File: config.mk
export PLATFORM = sky130hd
export DESIGN_NAME = fifo_rd_ctrl_flat
export DESIGN_NICKNAME = d
export VERILOG_FILES = /design/src/rtl/fifo_pkg.sv /design/src/rtl/fifo_rd_ctrl_if.sv /design/src/rtl/fifo_gray2bin.sv /design/src/rtl/fifo_rd_ctrl.sv /design/src/flat_wrapper.sv
export SDC_FILE = /design/constraint.sdc
export NUM_CORES = 1
export LEC_CHECK = 0
export ABC_AREA = 1
export BUFFER_PORTS_ARGS = -buffer_cell sky130_fd_sc_hd__buf_4
export CAP_MARGIN = 40
export CORE_MARGIN = 5
export CORE_UTILIZATION = 51
export CTS_BUF_LIST = sky130_fd_sc_hd__clkbuf_4
export CTS_CLUSTER_DIAMETER = 60
export CTS_CLUSTER_SIZE = 30
export DETAILED_ROUTE_END_ITERATION = 6
export HOLD_SLACK_MARGIN = 0.12
export PLACE_DENSITY = 0.92
export SYNTH_ARGS = -nofsm -noshare
export SYNTH_HDL_FRONTEND = slang
export SYNTH_SLANG_ARGS = --single-unit
File: constraint.sdc
create_clock -name clk -period 3.2 [get_ports clk]
set_input_delay 0.48 -clock clk [delete_from_list [all_inputs] [get_ports clk]]
set_output_delay 0.48 -clock clk [all_outputs]
set_load 0.01 [all_outputs]
File: src/rtl/fifo_pkg.sv
// Shared FIFO constants and Gray/binary pointer helpers, used by both read and write controllers.
package fifo_pkg;
  localparam int ADDR_SIZE_DEF = 4;
  localparam int DATA_SIZE_DEF = 8;
  localparam int PTR_W_MAX     = 32;

  typedef logic [PTR_W_MAX-1:0] ptr_t;

  function automatic ptr_t bin2gray(input ptr_t b);
    return b ^ (b >> 1);
  endfunction

  // Prefix XOR from the MSB down; zero-extended narrow pointers convert unchanged.
  function automatic ptr_t gray2bin(input ptr_t g);
    ptr_t b;
    b[PTR_W_MAX-1] = g[PTR_W_MAX-1];
    for (int i = PTR_W_MAX-2; i >= 0; i--) b[i] = b[i+1] ^ g[i];
    return b;
  endfunction
endpackage

File: src/rtl/fifo_rd_ctrl_if.sv
// Valid/ready output stream of the FIFO read controller.
interface fifo_rd_ctrl_if #(parameter int DATA_SIZE = fifo_pkg::DATA_SIZE_DEF);
  logic                 out_valid;
  logic                 out_ready;
  logic [DATA_SIZE-1:0] out_data;

  modport master (output out_valid, output out_data, input out_ready);
  modport slave  (input out_valid, input out_data, output out_ready);
endinterface

File: src/rtl/fifo_gray2bin.sv
// Combinational Gray-to-binary converter of parameterised width.
module fifo_gray2bin #(
  parameter int W = 5
) (
  input  logic [W-1:0] gray,
  output logic [W-1:0] bin
);
  for (genvar i = 0; i < W; i++) begin : g_bit
    assign bin[i] = ^gray[W-1:i];
  end
endmodule

File: src/rtl/fifo_rd_ctrl.sv
// FIFO read-side controller: read pointer, empty/level from the synchronised write pointer,
// and a registered valid/ready output stage fed from the memory's async read port.
module fifo_rd_ctrl
  import fifo_pkg::*;
#(
  parameter int ADDR_SIZE = ADDR_SIZE_DEF,
  parameter int DATA_SIZE = DATA_SIZE_DEF
) (
  input  logic                 clk,
  input  logic                 rst,
  input  logic [ADDR_SIZE:0]   wr_ptr_gray_sync,
  output logic [ADDR_SIZE-1:0] rd_addr,
  input  logic [DATA_SIZE-1:0] rd_data,
  output logic [ADDR_SIZE:0]   rd_ptr_gray,
  output logic                 empty,
  output logic [ADDR_SIZE:0]   level,
  fifo_rd_ctrl_if.master       out
);
  localparam int PW = ADDR_SIZE + 1;

  logic [PW-1:0] rd_bin, rd_bin_nxt, rd_gray_nxt, wr_bin;
  logic          pop;

  assign rd_bin_nxt  = rd_bin + 1'b1;
  assign rd_gray_nxt = PW'(bin2gray(ptr_t'(rd_bin_nxt)));
  assign rd_addr     = rd_bin[ADDR_SIZE-1:0];

  // Both pointers are Gray, so equality needs no conversion.
  assign empty = (rd_ptr_gray == wr_ptr_gray_sync);
  assign pop   = !empty && (!out.out_valid || out.out_ready);

  fifo_gray2bin #(.W(PW)) u_wr_g2b (
    .gray (wr_ptr_gray_sync),
    .bin  (wr_bin)
  );

  assign level = wr_bin - rd_bin;

  // Gray pointer is registered from rd_bin+1 so it never glitches toward the write domain.
  always_ff @(posedge clk or negedge rst) begin
    if (!rst) begin
      rd_bin        <= '0;
      rd_ptr_gray   <= '0;
      out.out_valid <= 1'b0;
      out.out_data  <= '0;
    end else if (pop) begin
      rd_bin        <= rd_bin_nxt;
      rd_ptr_gray   <= rd_gray_nxt;
      out.out_valid <= 1'b1;
      out.out_data  <= rd_data;
    end else if (out.out_valid && out.out_ready) begin
      out.out_valid <= 1'b0;
    end
  end
endmodule

File: src/flat_wrapper.sv
// flat-port wrapper written by rule: the top's interface ports become plain ports
module fifo_rd_ctrl_flat import fifo_pkg::*;
#(
  parameter int ADDR_SIZE = ADDR_SIZE_DEF,
  parameter int DATA_SIZE = DATA_SIZE_DEF
)
  (clk, rst, wr_ptr_gray_sync, rd_addr, rd_data, rd_ptr_gray, empty, level, out_out_valid, out_out_data, out_out_ready);
  fifo_rd_ctrl_if #(.DATA_SIZE(DATA_SIZE)) out_i ();
  input  logic clk;
  input  logic rst;
  input  logic [ADDR_SIZE:0] wr_ptr_gray_sync;
  output logic [ADDR_SIZE-1:0] rd_addr;
  input  logic [DATA_SIZE-1:0] rd_data;
  output logic [ADDR_SIZE:0] rd_ptr_gray;
  output logic empty;
  output logic [ADDR_SIZE:0] level;
  output wire logic [$bits(out_i.out_valid)-1:0] out_out_valid;
  output wire logic [$bits(out_i.out_data)-1:0] out_out_data;
  input wire logic [$bits(out_i.out_ready)-1:0] out_out_ready;
  assign out_out_valid = out_i.out_valid;
  assign out_out_data = out_i.out_data;
  assign out_i.out_ready = out_out_ready;
  fifo_rd_ctrl #(.ADDR_SIZE(ADDR_SIZE), .DATA_SIZE(DATA_SIZE)) u_core (.clk(clk), .rst(rst), .wr_ptr_gray_sync(wr_ptr_gray_sync), .rd_addr(rd_addr), .rd_data(rd_data), .rd_ptr_gray(rd_ptr_gray), .empty(empty), .level(level), .out(out_i));
endmodule
* After elaboration in Yosys (flattened, before gate mapping)
Cells that the tools add are included.
Widths: inputs -> output; s select.
** Storage, ports and cells
- Bits in registers :: 19
- Bits of input ports :: 16
** Cells by class
- $add $sub $neg :: 2
- Eq/ne operators :: 1
- Muxes and demuxes :: 2
- Bitwise operators :: 1
- Reduce and logical (&&, ||, !) cells :: 10
** Operators by type and width (count)
- $add 5x1->5 const B :: 1
- $eq 5x5->1 :: 1
- $reduce_xor 5->1 :: 1
- $sub 5x5->5 :: 1
- $xor 5x4->5 :: 1
- $reduce_xor 4->1 :: 1
- $reduce_xor 3->1 :: 1
- $logic_and 1x1->1 :: 2
- $logic_not 1->1 :: 2
- $mux 1 :: 2
- $reduce_bool 2->1 :: 1
- $reduce_xor 2->1 :: 1
- $logic_or 1x1->1 :: 1

* Depth between registers and ports, before layout
- Depth in word-level cells :: 4
- Gate-level depth with buffers :: 9
- Mapped depth without buffers :: 9

* Hierarchy
From an unflattened synthesis, not the netlist that was laid out.
** Unflattened totals
- Cell total of the unflattened synthesis :: 170
- Area total of the unflattened synthesis :: 1234.9 um2
** Modules (own cells, without submodules)
- fifo_rd_ctrl :: times used 1, cells an instance 149, area an instance 1117.3 um2, sequential area each 450.4 um2
- fifo_gray2bin :: times used 1, cells an instance 21, area an instance 117.6 um2, sequential area each 0.0 um2

* Worst setup path before layout
No wires, ideal clock.
- Path kind :: input port to output port
- Start :: in wr_ptr_gray_sync[4]
- End :: out level[4]
- Arrival :: 2.160 ns
- Data required time :: 2.720 ns
- Setup slack :: 0.560 ns
- Stages :: 9
- Path through :: xor2_1 > xnor2_1 > inv_1 > nand2_1 > nand2_1 > ha_1 > fa_1 > o21ai_0 > xor2_1
** Between the ends
- Cells in the longest elaborated chain, start to end :: 2
- Elaborated cells on any way between the ends :: 5
- Those cells by class :: add/sub: 1; reduce/logical: 4
** RTL lines
- start: declaration :: line flat_wrapper.sv:11 : input logic [ADDR_SIZE:0] wr_ptr_gray_sync;
- $reduce_xor 5->1, or another cell as far along :: line fifo_gray2bin.sv:9 : assign bin[i] = ^gray[W-1:i];
- $sub 5x5->5 * :: line fifo_rd_ctrl.sv:37 : assign level = wr_bin - rd_bin;
- end: declaration :: line flat_wrapper.sv:16 : output logic [ADDR_SIZE:0] level;
Mark *: on every way between the ends. The rest lies on a longest branch, timed or not.

* Final worst setup path
Same ends and word-level chain as after synthesis.

==> metrics.md <==
| Metric | Value |
|---|---|
| Result of the run | complete, no violations |
| I/O pin count | 40 |
| Setup clock skew after layout | 7.000 ps |
| Drt drc | 0 |
| Fraction of final layout cells sized beyond drive strength 1 | 23.59% |
| First-pass GRT wire length | 4678 um |
| Number of vias in the routed layout | 1110 |
| RSZ-0062 raised after global routing | no |
| Combined area of all synthesized cells | 1151 sq um |
| Die extent in x | 57.51 um |
| Cell types with the largest area share after synthesis | sky130_fd_sc_hd__dfrtp_1 39%, sky130_fd_sc_hd__nand2_1 21%, sky130_fd_sc_hd__nand3_1 7.8% |
| Routed length per placed instance | 11.73 um |
| Die Outline Area | 3307 sq um |
| Worst Hold Launch | rd_data[2] |
| Leading cell type in the layout, fill and taps excluded | sky130_fd_sc_hd__nand2_1 |
| Post-synth ARST share | 100.0% |
| Total number of nets in the final design | 218 |
| Critical path peak fanout | 3 |
| Layout area overhead | 29.13% |
| Final min period | 3057 ps |
| Number of nets in the synthesized netlist | 177 |
| Register area share after synthesis | 39.13% |
| Placed cell area | 1450 sq um |
| Number of nets with antenna violations after detailed routing | 0 |
| Nature of the critical path endpoint | output pin |
| Count of port buffers added during placement | 39 |
| Source of the worst register-to-register timing path | u_core.rd_bin[4] |
| Launching element type of the critical path | input pin |
| Utilization after layout | 67.85% |
| Max-capacitance violation count | 0 |
| Clock latency reported for the late side of the worst-skew pair | 280 ps |
| Final Cell Area | 1486 sq um |
| Setup TNS after final layout | 0 ps |
| Postcts setup bufs | 0 |
| WP buf/inv | 3 |
| Most frequent cells in the layout | 64 x sky130_fd_sc_hd__nand2_1, 39 x sky130_fd_sc_hd__buf_4, 18 x sky130_fd_sc_hd__inv_1, 18 x sky130_fd_sc_hd__nand3_1, 18 x sky130_fd_sc_hd__dfrtp_1 |
| Via count of the first global-routing pass | 1182 |
| TritonCTS clock tree | yes |
| Global route total overflow | 0 |
| Violation count after the first detailed-routing iteration | 9 |
| Filler instances | 187 |
| Cell-by-cell listing of the critical path | buf_4, xor2_1, xnor2_1, inv_1, nand2_1, nand2_1, ha_1, fa_1, o21ai_0, xor2_1, buf_4 |
| Number of H-tree levels | 1 |
| Post-CTS clock slew at the launch and capture registers of the worst setup and hold paths | 100 ps |
| Row count | 17 |
| Area share of the leading cell type in the synthesized netlist | 39.13% |
| Fin worst setup slack | 142.8 ps |
| Prevailing post-synth register cell | sky130_fd_sc_hd__dfrtp_1 |
| Starting utilization of the core area | 52.54% |
| Post-synth EDFFs | 0 |
| Final hold violations | 0 |
| Clock sinks | 18 |
| Yosys cell types | 20 |
| Arr. time, crit path | 2580 ps |
| Post-route fraction of the period consumed by the critical path | 95.54% |
| Slowest cell delay on critical path | 400 ps |
| CTS resizes | 0 |
| Antenna Cells | 0 |
| Worst supply voltage drop on vdd | 0.5285 mV |
| Inserted Clock Buffers | 3 |
| Die height | 57.51 um |
| Fmax | 0.3271 GHz |
| Placed wire-length estimate after detailed placement | 2038 um |
| Maximum number of pins on one net before global-route repair | 20 |
| Worst Setup Path Type | input pin to output pin |
| Longest Clk Path Bufs | 2 |
| GRT Overall Usage | 17.08% |
| Placeable core area | 2191 sq um |
| Data required time at the worst endpoint | 2720 ps |
| First-pass detailed-route iteration total | 4 |
| Worst Max-Slew Pin Slew | 645.5 ps |
| Gate Count Post-Synth | 155 |
| Initial antenna violation count | 0 |
| CTS Root Buffer Type | sky130_fd_sc_hd__clkbuf_4 |
| Min-delay worst type | input pin to flop |
| Crit-path leading delay family | XOR/XNOR gates |
| Max-slew headroom | 56.86% |
| Count of synthesis-stage warnings from yosys | 0 |
| Final weighted congestion in routability-driven placement | 0.8762 |
| Via density per instance | 4.978 |
| Minimum setup slack after placement | 144.5 ps |
| Max stage delay cell, worst path | sky130_fd_sc_hd__fa_1 |
| Post-synthesis area per instance | 7.426 sq um |
| Total wire length after detailed routing | 2615 um |
| Cell taking the most area after synthesis | sky130_fd_sc_hd__dfrtp_1 |
| Leakage power total | 0.8603 nW |
| First element of the critical path | wr_ptr_gray_sync[4] |
| Power per unit of standard cell area | 846.5 nW/um^2 |
| Final setup fails | 0 |
| Flip-flop and latch count after synthesis | 18 |
| Max-slew violation count | 0 |
| Worst-case register-to-register setup slack | 1580 ps |
[worst min-delay path: stages]
cell                      delay [ps]
sky130_fd_sc_hd__buf_4            70
sky130_fd_sc_hd__nand3_1          60
sky130_fd_sc_hd__nand2_1          60
[layer usage]
metal	global-route usage (%)	up-vias	share of wire (%)
li1	-	559	-
met3	3.167	4	8.0
met2	31.45	44	50
met5	0	-	0
met1	19.55	503	41
met4	5.629	0	0.61
[power by group]
part           internal (W)  switching (W)
combinational      0.000362       0.000390
clock             0.0000452      0.0000643
sequential         0.000299      0.0000976
total              0.000706       0.000552
[per-stage QoR]
step | total power (W) | cells | hold WS [ps]
2_1_floorplan | 0.0008514 | 155 | 184.4
3_3_place_gp | 0.001130 | 218 | 357.2
3_5_place_dp | 0.001161 | 218 | 362.0
4_1_cts | 0.001275 | 223 | 409.8
5_1_grt | 0.001397 | 223 | 412.8
6_report | 0.001258 | 223 | 413.7
[layout make-up]
class                   instances  area [sq um]  share of cell area [%]
clock buffers                   3         22.52                   1.515
inverters                      19         71.32                   4.798
repair buffers                 40         302.8                   20.37
well taps                      28         35.03                   2.357
clock inverters                 1         3.754                  0.2525
flip-flops and latches         18         450.4                   30.30
multi-input cells             114         600.6                   40.40
[synth_stat cells (2+ instances only)]
library cell	instances
sky130_fd_sc_hd__inv_1	18
sky130_fd_sc_hd__xor2_1	4
sky130_fd_sc_hd__ha_1	5
sky130_fd_sc_hd__dfrtp_1	18
sky130_fd_sc_hd__xnor2_1	6
sky130_fd_sc_hd__buf_2	2
sky130_fd_sc_hd__o21ai_0	2
sky130_fd_sc_hd__nand2_1	64
sky130_fd_sc_hd__nor2_1	5
sky130_fd_sc_hd__a21oi_1	2
sky130_fd_sc_hd__nand4_1	3
sky130_fd_sc_hd__nand3_1	18
[what timing repair did]
action / in CTS / in global routing
hold buffers: 1 / 0
setup endpoints to repair: 0 / 0
hold endpoints to repair: 18 / 0
[flip-flops by register name, indices dropped and copies added (netlist names)]
register and flops:
u_core.rd_ptr_gray 4, u_core.out.out_data 8, u_core.out.out_valid 1, u_core.rd_bin 5
[path summary, 6_finish.rpt]
| path | to | cells past startpoint |
|---|---|---|
| worst max-delay path | level[4] | 11 |
| worst min-delay path | u_core.out.out_data[2] | 3 |
| worst max register to register | u_core.rd_ptr_gray[3] | 5 |
| worst min register to register | u_core.out.out_data[1] | 2 |
| max in group asynchronous | u_core.rd_bin[1] | 2 |
| min in group asynchronous | u_core.out.out_data[2] | 2 |
[kinds of logic after synthesis]
family                   after synthesis  synth area share, %
XOR/XNOR                              10                7.608
flip-flops                            18                39.13
AND/OR/NAND/NOR                       94                35.65
buffers and inverters                 23                8.694
adder cells (fa/ha/maj)                6                7.174
AO/OA/AOI/OAI                          4                1.739
Power figures use the tool's default switching activity.
